<file path="src/rtl/bpred_pkg.sv">
// Shared branch-predictor types: BHT counter states, controller FSM states,
// the pipeline NOP encoding and the saturating counter update.
package bpred_pkg;

  typedef enum logic [1:0] {
    SNT = 2'd0,
    WNT = 2'd1,
    WT  = 2'd2,
    ST  = 2'd3
  } bht_state_e;

  typedef enum logic {
    IDLE    = 1'b0,
    RECOVER = 1'b1
  } fsm_state_e;

  localparam logic [19:0] NOP_INSTR = 20'hF0000;

  function automatic bht_state_e sat_update(input bht_state_e cur, input logic taken);
    logic [1:0] nxt;
    nxt = cur;
    if (taken && (cur != ST)) begin
      nxt = cur + 2'd1;
    end else if (!taken && (cur != SNT)) begin
      nxt = cur - 2'd1;
    end
    return bht_state_e'(nxt);
  endfunction

endpackage

</file>
<file path="src/rtl/bht_table.sv">
// Branch history table: 2**IDX two-bit saturating counters, one combinational
// read port and one synchronous saturating-update write port.
module bht_table
  import bpred_pkg::*;
#(
  parameter int IDX = 4
) (
  input  logic           clk,
  input  logic           nreset,
  input  logic [IDX-1:0] rd_idx,
  output bht_state_e     rd_state,
  input  logic           wr_en,
  input  logic [IDX-1:0] wr_idx,
  input  logic           wr_taken
);

  localparam int DEPTH = 2 ** IDX;

  bht_state_e entries_q [DEPTH];
  bht_state_e entries_d [DEPTH];

  // Reads come from the flops, so a same-cycle update at the same index is
  // seen by fetch only on the following cycle.
  assign rd_state = entries_q[rd_idx];

  always_comb begin
    entries_d = entries_q;
    if (wr_en) begin
      entries_d[wr_idx] = sat_update(entries_q[wr_idx], wr_taken);
    end
  end

  always_ff @(posedge clk or negedge nreset) begin
    if (!nreset) begin
      entries_q <= '{default: WNT};
    end else begin
      entries_q <= entries_d;
    end
  end

endmodule

</file>
<file path="src/rtl/bpred_ctrl.sv">
// Branch prediction controller: BHT lookup for fetch, resolve-driven training,
// mispredict flush with a fixed-length recovery window, saturating statistics.
module bpred_ctrl
  import bpred_pkg::*;
#(
  parameter int Psize       = 5,
  parameter int IDX         = 4,
  parameter int RECOVER_CYC = 1,
  parameter int STAT_W      = 8
) (
  input  logic              clk,
  input  logic              nreset,
  input  logic [Psize-1:0]  fetch_pc,
  input  logic              fetch_is_branch,
  input  logic              resolve_valid,
  input  logic [Psize-1:0]  resolve_pc,
  input  logic              resolve_taken,
  input  logic              resolve_pred,
  output logic              take_branch,
  output logic              mispredict,
  output logic              recovering,
  output logic [STAT_W-1:0] branch_cnt,
  output logic [STAT_W-1:0] mispred_cnt
);

  localparam int              RCW       = 3;
  localparam logic [RCW-1:0]  RCNT_LOAD = RCW'(RECOVER_CYC - 1);

  bht_state_e        fetch_state;
  logic              accepted;
  fsm_state_e        state_q, state_d;
  logic [RCW-1:0]    rcnt_q, rcnt_d;
  logic              recovering_q, recovering_d;
  logic [STAT_W-1:0] branch_cnt_q, branch_cnt_d;
  logic [STAT_W-1:0] mispred_cnt_q, mispred_cnt_d;

  bht_table #(.IDX(IDX)) u_bht (
    .clk      (clk),
    .nreset   (nreset),
    .rd_idx   (fetch_pc[IDX-1:0]),
    .rd_state (fetch_state),
    .wr_en    (accepted),
    .wr_idx   (resolve_pc[IDX-1:0]),
    .wr_taken (resolve_taken)
  );

  // Gating with nreset keeps both outputs quiet for the whole reset window.
  always_comb begin
    accepted    = nreset && resolve_valid && (state_q == IDLE);
    mispredict  = accepted && (resolve_taken != resolve_pred);
    take_branch = nreset && fetch_is_branch && fetch_state[1];
  end

  always_comb begin
    state_d       = state_q;
    rcnt_d        = rcnt_q;
    branch_cnt_d  = branch_cnt_q;
    mispred_cnt_d = mispred_cnt_q;
    case (state_q)
      IDLE: begin
        if (mispredict) begin
          state_d = RECOVER;
          rcnt_d  = RCNT_LOAD;
        end
      end
      RECOVER: begin
        if (rcnt_q == '0) begin
          state_d = IDLE;
        end else begin
          rcnt_d = rcnt_q - 1'b1;
        end
      end
      default: state_d = IDLE;
    endcase
    recovering_d = (state_d == RECOVER);
    // mispredict implies accepted, so mispred_cnt can never pass branch_cnt.
    if (accepted && (branch_cnt_q != '1)) begin
      branch_cnt_d = branch_cnt_q + 1'b1;
    end
    if (mispredict && (mispred_cnt_q != '1)) begin
      mispred_cnt_d = mispred_cnt_q + 1'b1;
    end
  end

  always_ff @(posedge clk or negedge nreset) begin
    if (!nreset) begin
      state_q       <= IDLE;
      rcnt_q        <= '0;
      recovering_q  <= 1'b0;
      branch_cnt_q  <= '0;
      mispred_cnt_q <= '0;
    end else begin
      state_q       <= state_d;
      rcnt_q        <= rcnt_d;
      recovering_q  <= recovering_d;
      branch_cnt_q  <= branch_cnt_d;
      mispred_cnt_q <= mispred_cnt_d;
    end
  end

  assign recovering  = recovering_q;
  assign branch_cnt  = branch_cnt_q;
  assign mispred_cnt = mispred_cnt_q;

  logic unused_nop;
  assign unused_nop = ^NOP_INSTR;

  if (Psize > IDX) begin : g_pc_hi
    logic unused_pc_hi;
    assign unused_pc_hi = ^{fetch_pc[Psize-1:IDX], resolve_pc[Psize-1:IDX]};
  end

endmodule

</file>
<file path="config.mk">
export PLATFORM = sky130hd
export DESIGN_NAME = bpred_ctrl
export DESIGN_NICKNAME = d
export VERILOG_FILES = /design/src/rtl/bpred_pkg.sv /design/src/rtl/bht_table.sv /design/src/rtl/bpred_ctrl.sv
export SDC_FILE = /design/constraint.sdc
export NUM_CORES = 1
export LEC_CHECK = 0
export ABC_CLOCK_PERIOD_IN_PS = 3170
export CAP_MARGIN = 25
export CORE_MARGIN = 4
export CORE_UTILIZATION = 42
export CTS_CLUSTER_DIAMETER = 120
export DETAILED_ROUTE_END_ITERATION = 6
export GPL_TIMING_DRIVEN = 0
export PLACE_DENSITY_LB_ADDON = 0.08
export SYNTH_ARGS = -nofsm -noshare
export SYNTH_HDL_FRONTEND = slang
export SYNTH_SLANG_ARGS = --single-unit
export TNS_END_PERCENT = 100
</file>
<file path="constraint.sdc">
create_clock -name clk -period 3.17 [get_ports clk]
set_input_delay 0.7925 -clock clk [delete_from_list [all_inputs] [get_ports clk]]
set_output_delay 0.7925 -clock clk [all_outputs]
set_load 0.05 [all_outputs]
</file>
# After elaboration in Yosys (flattened, before gate mapping)

Cells that the tools add are included.

Flip-flop bits (word level): 52
Word-level logic and storage cells: 69

Add/sub/neg operators: 5
Magnitude comparators: 3
Muxes and demuxes: 18
Bitwise logic cells: 3
Reductions and logical operators: 14
Equal/unequal tests: 6

Operators by type and width:

| kind                                                                  | count |
|---|---|
| 32-bit bitwise mux                                                    | 1 |
| 8-bit by 1-bit adder with 8-bit output (second input constant)        | 2 |
| 2-bit binary-select mux with 4-bit select                             | 2 |
| 2-bit 2-to-1 mux                                                      | 8 |
| 8-bit inequality test (second input constant)                         | 2 |
| 5-bit greater-or-equal comparator (second input constant)             | 2 |
| 1-bit logical AND                                                     | 10 |
| 4-bit inverter with 5-bit output                                      | 2 |
| 2-bit demux with 4-bit select                                         | 1 |
| 3-bit 2-to-1 mux                                                      | 2 |
| 2-bit inequality test (second input constant)                         | 3 |
| 3-bit one-hot mux with 2 select lines                                 | 1 |
| 5-bit by 1-bit < comparator with 1-bit output (second input constant) | 1 |
| 3-bit zero test                                                       | 1 |
| 3-bit by 1-bit subtractor with 3-bit output (second input constant)   | 1 |
| 2-bit by 1-bit adder with 2-bit output (second input constant)        | 1 |
| 1-bit 2-to-1 mux                                                      | 2 |
| 1-bit one-hot mux with 2 select lines                                 | 1 |
| 2-bit AND reduction                                                   | 1 |
| 2-bit nonzero test                                                    | 1 |
| 2-bit by 1-bit subtractor with 2-bit output (second input constant)   | 1 |
| 1-bit zero test                                                       | 1 |
| 1-bit inequality test                                                 | 1 |
| 1-bit inverter                                                        | 1 |

# Longest topological paths before layout

Gate-level depths: netlist of the first run.

Depth in word-level cells: 10
Gate-level depth with buffers: 12

# Cells and area by module

Synthesis of the first run repeated with hierarchy kept, for this count alone.

Cells, all modules: 265
Area total of the unflattened synthesis: 3071.7 um^2

By module, submodules not included:

| module     | seq. area each (um^2) | area an instance (um^2) | cells each | instances |
|---|---|---|---|---|
| bht_table  | 820.8                 | 2053.2                  | 169        | 1 |
| bpred_ctrl | 500.5                 | 1018.5                  | 96         | 1 |

# Worst setup path after synthesis of the first run

No wires, ideal clock.

Path kind: input port to flip-flop
Start: in resolve_pc[0]
End: reg u_bht.entries_q[2] in the netlist's numbering
Stages: 10
Setup time: 0.061 ns
Required time: 3.109 ns
Buffers on the path: 2
Path slack: 0.118 ns
Arrival: 2.992 ns
Cell sequence: buf_4 buf_4 mux4_2 mux2i_1 o21a_1 inv_2 ha_1 mux2i_1 xor2_1 mux2_2

Longest elaborated chain between the ends: 10
Elaborated cells on any way between the ends: 19
Classes of those cells: add/sub (2); order compare (2); eq/ne (1); mux (9); bitwise (1); reduce/logical (4)

Ends and longest elaborated chain:

| element                                                                                             | RTL line         | RTL |
|---|---|---|
| start: declaration                                                                                  | bpred_ctrl.sv:16 | `input logic [Psize-1:0] resolve_pc,` |
| 4-bit inverter with 5-bit output (implied by the code) *                                            | bht_table.sv:29  | `entries_d[wr_idx] = sat_update(entries_q[wr_idx], wr_taken);` |
| parallel branches: the longest is 8 deep, another holds 2-bit by 1-bit subtractor with 2-bit output | n/a              |  |
| 32-bit bitwise mux *                                                                                | bht_table.sv:29  |  |
| end signal: assignment                                                                              | bht_table.sv:37  | `entries_q <= entries_d;` |
| end: declaration                                                                                    | bht_table.sv:19  | `bht_state_e entries_q [DEPTH];` |

Every way passes the cells marked *. The select of a mux whose other input is x is not followed.
A chain may end at the register's enable or synchronous reset.

# Worst setup path after layout of the first run

Start: in fetch_pc[2]
End: out take_branch

Longest elaborated chain between the ends: 5

Ends and longest elaborated chain:

| element                                                | RTL line         | RTL |
|---|---|---|
| start: declaration                                     | bpred_ctrl.sv:13 | `input logic [Psize-1:0] fetch_pc,` |
| 4-bit inverter with 5-bit output (implied by the code) | bht_table.sv:24  | `assign rd_state = entries_q[rd_idx];` |
| 2-bit binary-select mux with 4-bit select              | bht_table.sv:24  |  |
| 2-bit 2-to-1 mux (implied by the code) (2 in series)   | bht_table.sv:24  |  |
| 1-bit logical AND                                      | bpred_ctrl.sv:51 | `take_branch = nreset && fetch_is_branch && fetch_state[1];` |
| end: declaration                                       | bpred_ctrl.sv:19 | `output logic take_branch,` |

No other way between the ends. The select of a mux whose other input is x is not followed.

==> flow_summary_export.csv, run 1 <==
group,metric,value,unit
clock_tree,clockRootBuffer,"clkbuf_8",
floorplan,io_pins,35,
global_route,globalRoute.totalOverflow,0,
job,drv_cap,0,
clock_tree,cts_tree,"built",
worst_hold_path,hold_class,"in2async",
placed_design,place_area,3190,um^2
sta,timing.hold.ws,0.331,ns
routing,vias_per_cell,5.31,
power,peakVddDrop,544,uV
routing,wirelength,5460,um
floorplan,die_x,89.2,um
routing,ant_nets,0,
clock_tree,numCtsBuffers,5,
synthesis,ys_seq_area_frac,0.477,
placed_design,numPortBuffers,31,
synthesis,netlist_area,2770,um^2
worst_setup_path,start_kind,"input port",
finish,fin_nets,281,
synthesis,postSynthCellCount,220,
global_route,grt_max_degree,32,
finish,syn2layout_area_growth,20.6,%
sta,rsz0062_at_grt,"false",
clock_tree,clockBufferDepth,2,
finish,diodes,0,
synthesis,synth_nets,242,
worst_setup_path,r2r_slack,0.53,ns
power,total_leakage_power,0.00141,uW
worst_setup_path,cp.required,2.38,ns
routing,num_vias,1791,
global_route,grt_pass1_vias,1832,
synthesis,synth_cell_types,36,
clock_tree,ctsHoldBuffers,0,
outcome,status,"complete, no violations",
sta,final_hold_viol_count,0,
synthesis,avgSynthCellArea,12.6,um^2
clock_tree,h-tree-depth,2,
routing,drtIter0Drc,78,
clock_tree,cts.sinks,52,
clock_tree,clk_pin_slew,0.09,ns
finish,drive_gt1_frac,0.312,
sta,fmax,0.321,GHz
clock_tree,cts_setup_buffers,0,
synthesis,ys_seq_elements,52,
floorplan,die-area,7950,um^2
sta,finClkSkew,0.00890,ns
worst_setup_path,crit_type,"in2out",
routing,wl_per_cell,16.2,um
synthesis,yosysWarnings,0,
sta,slew_headroom,0.519,
worst_setup_path,path_max_fanout,4,
clock_tree,clock_latency,0.30,ns
global_route,antenna_found_initial,0,
power,power_density,722,nW/um^2
floorplan,rows,29,
placed_design,hpwl,4110,um
sta,worstMarginPinSlew,0.703,ns
placed_design,gp_congestion,0.916,
finish,fin_area,3340,um^2
worst_setup_path,end_kind,"primary output",
sta,slew_viol_final,0,
finish,fill_cells,566,
routing,drc,0,
global_route,grt.total_usage,0.153,
floorplan,initial_core_util,0.433,
worst_setup_path,arrival,2.32,ns
sta,post-route-period-util,0.982,
global_route,grt_pass1_wl,9260,um
floorplan,dieHeight,89.2,um
sta,fin_crit,3.11,ns
floorplan,coreArea,6390,um^2
routing,dr.pass1.iters,4,
sta,finalSetupViolCount,0,
[per-stage QoR]
step	worst slack [ns]	setup TNS [ns]	total power (uW)	utilization	std cells
2_1_floorplan	0.118	0	1710	-	220
3_3_place_gp	-2.22	-87.78	2000	0.497	328
3_5_place_dp	-0.974	-23.36	2010	0.499	329
4_1_cts	0.0315	0	2440	0.520	337
5_1_grt	0.00676	0	2580	0.523	337
6_report	0.0557	0	2410	0.523	337
[report_power, final]
part	internal, uW	switching (uW)
Clock	157	220
Combinational	434	530
Sequential	908	161
Total	1500	910
[cell usage in the layout (no fill, tap or decap), types with 4 or more instances in the layout]
master,netlist,layout
mux4_2,11,11
mux2_2,30,30
inv_1,5,5
nand2b_1,5,5
dfrtp_1,36,36
xor2_1,8,7
clkbuf_8,0,5
nand2_1,17,17
clkdlybuf4s50_1,0,23
nand4_1,4,4
mux2_1,6,6
and3_1,4,4
xnor2_1,10,10
nand3_1,14,14
ha_1,6,6
mux2i_1,6,5
nor2_1,9,9
buf_4,2,4
dfstp_2,16,16
[worst max-delay path, stage by stage]
cell and delay [ns]:
dlygate4sd2_1 0.33, mux4_2 0.36, mux4_2 0.47, and3_1 0.19, buf_4 0.18
[Yosys cell counts, drive strengths merged]
cell,n,share of area
mux2i,6,0.022
o21ai,4,0.0072
xnor2,10,0.032
nand3b,4,0.012
and2,1,0.0023
buf,2,0.0054
o311a,1,0.0036
nor2,9,0.012
clkbuf,3,0.0041
nand4,4,0.0090
inv,6,0.0081
nor3,1,0.0018
dfstp,16,0.15
nand2b,5,0.011
and3b,1,0.0032
nand2,17,0.023
o21a,2,0.0054
mux4,11,0.090
ha,6,0.027
nor2b,3,0.0068
a41oi,1,0.0032
xor2,8,0.025
nand3,14,0.025
or3,1,0.0023
and3,4,0.0090
dfrtp,36,0.33
and4,2,0.0063
a2111oi,1,0.0032
a31oi,1,0.0045
a22oi,1,0.0027
a21oi,1,0.0032
mux2,36,0.15
nor3b,2,0.0054
[what timing repair did]
item | in CTS | in global routing
endpoints found under the setup margin | 34 | 18
pin swaps | 1 | 2
gates resized for setup | 27 | 8
[worst paths after layout]
check / start / depth (start not counted) / endpoint
worst max-delay path: fetch_pc[2] / 5 / take_branch
worst min-delay path: nreset / 1 / u_bht.entries_q[29]$_DFFE_PN0P_
worst max register to register: u_bht.entries_q[16]$_DFFE_PN1P_ / 10 / u_bht.entries_q[23]$_DFFE_PN0P_
worst min register to register: rcnt_q[0]$_DFFE_PN0P_ / 1 / rcnt_q[0]$_DFFE_PN0P_
max in group asynchronous: nreset / 2 / u_bht.entries_q[8]$_DFFE_PN1P_
min in group clk: rcnt_q[0]$_DFFE_PN0P_ / 1 / rcnt_q[0]$_DFFE_PN0P_
[cell type report]
class	instances	area [um^2]	area share
tap	77	96.3	0.0289
multi-input combinational	157	1440	0.432
buffer	5	33.8	0.0101
sequential	52	1320	0.396
timing repair buffer	32	332	0.0994
clock inverter	2	16.3	0.00487
clock buffer	6	72.6	0.0217
inverter	6	22.5	0.00675
[kinds of logic after synthesis]
logic type	count (synthesis)	synth area share
AND/OR/NAND/NOR	68	0.130
multiplexers	53	0.258
AO/OA/AOI/OAI	12	0.0330
adder cells (fa/ha/maj)	6	0.0271
flip-flops	52	0.477
XOR/XNOR	18	0.0570
buffers and inverters	11	0.0176
[flip-flops by register name, indices dropped and copies added (netlist names)]
name and count:
recovering 1, u_bht.entries_q 32, mispred_cnt 8, rcnt_q 3, branch_cnt 8
[routing by layer]
metal  wire length (um)  GRT usage  share of wire  vias up
li1                   -          -              -      875
met2               2490      0.238           0.46       30
met4                 62     0.0406          0.011        0
met1               2720      0.220           0.50      879
met3                188     0.0313          0.034        7
met5                  0          0              0        -
Note: power is estimated with default switching activity, not from simulation.
==> run 2, diff against run 1 <==
TNS_END_PERCENT = 50   (was 100)
==> results of run 2 <==
No change in the layout: final DEF, timing and power equal those of run 1.
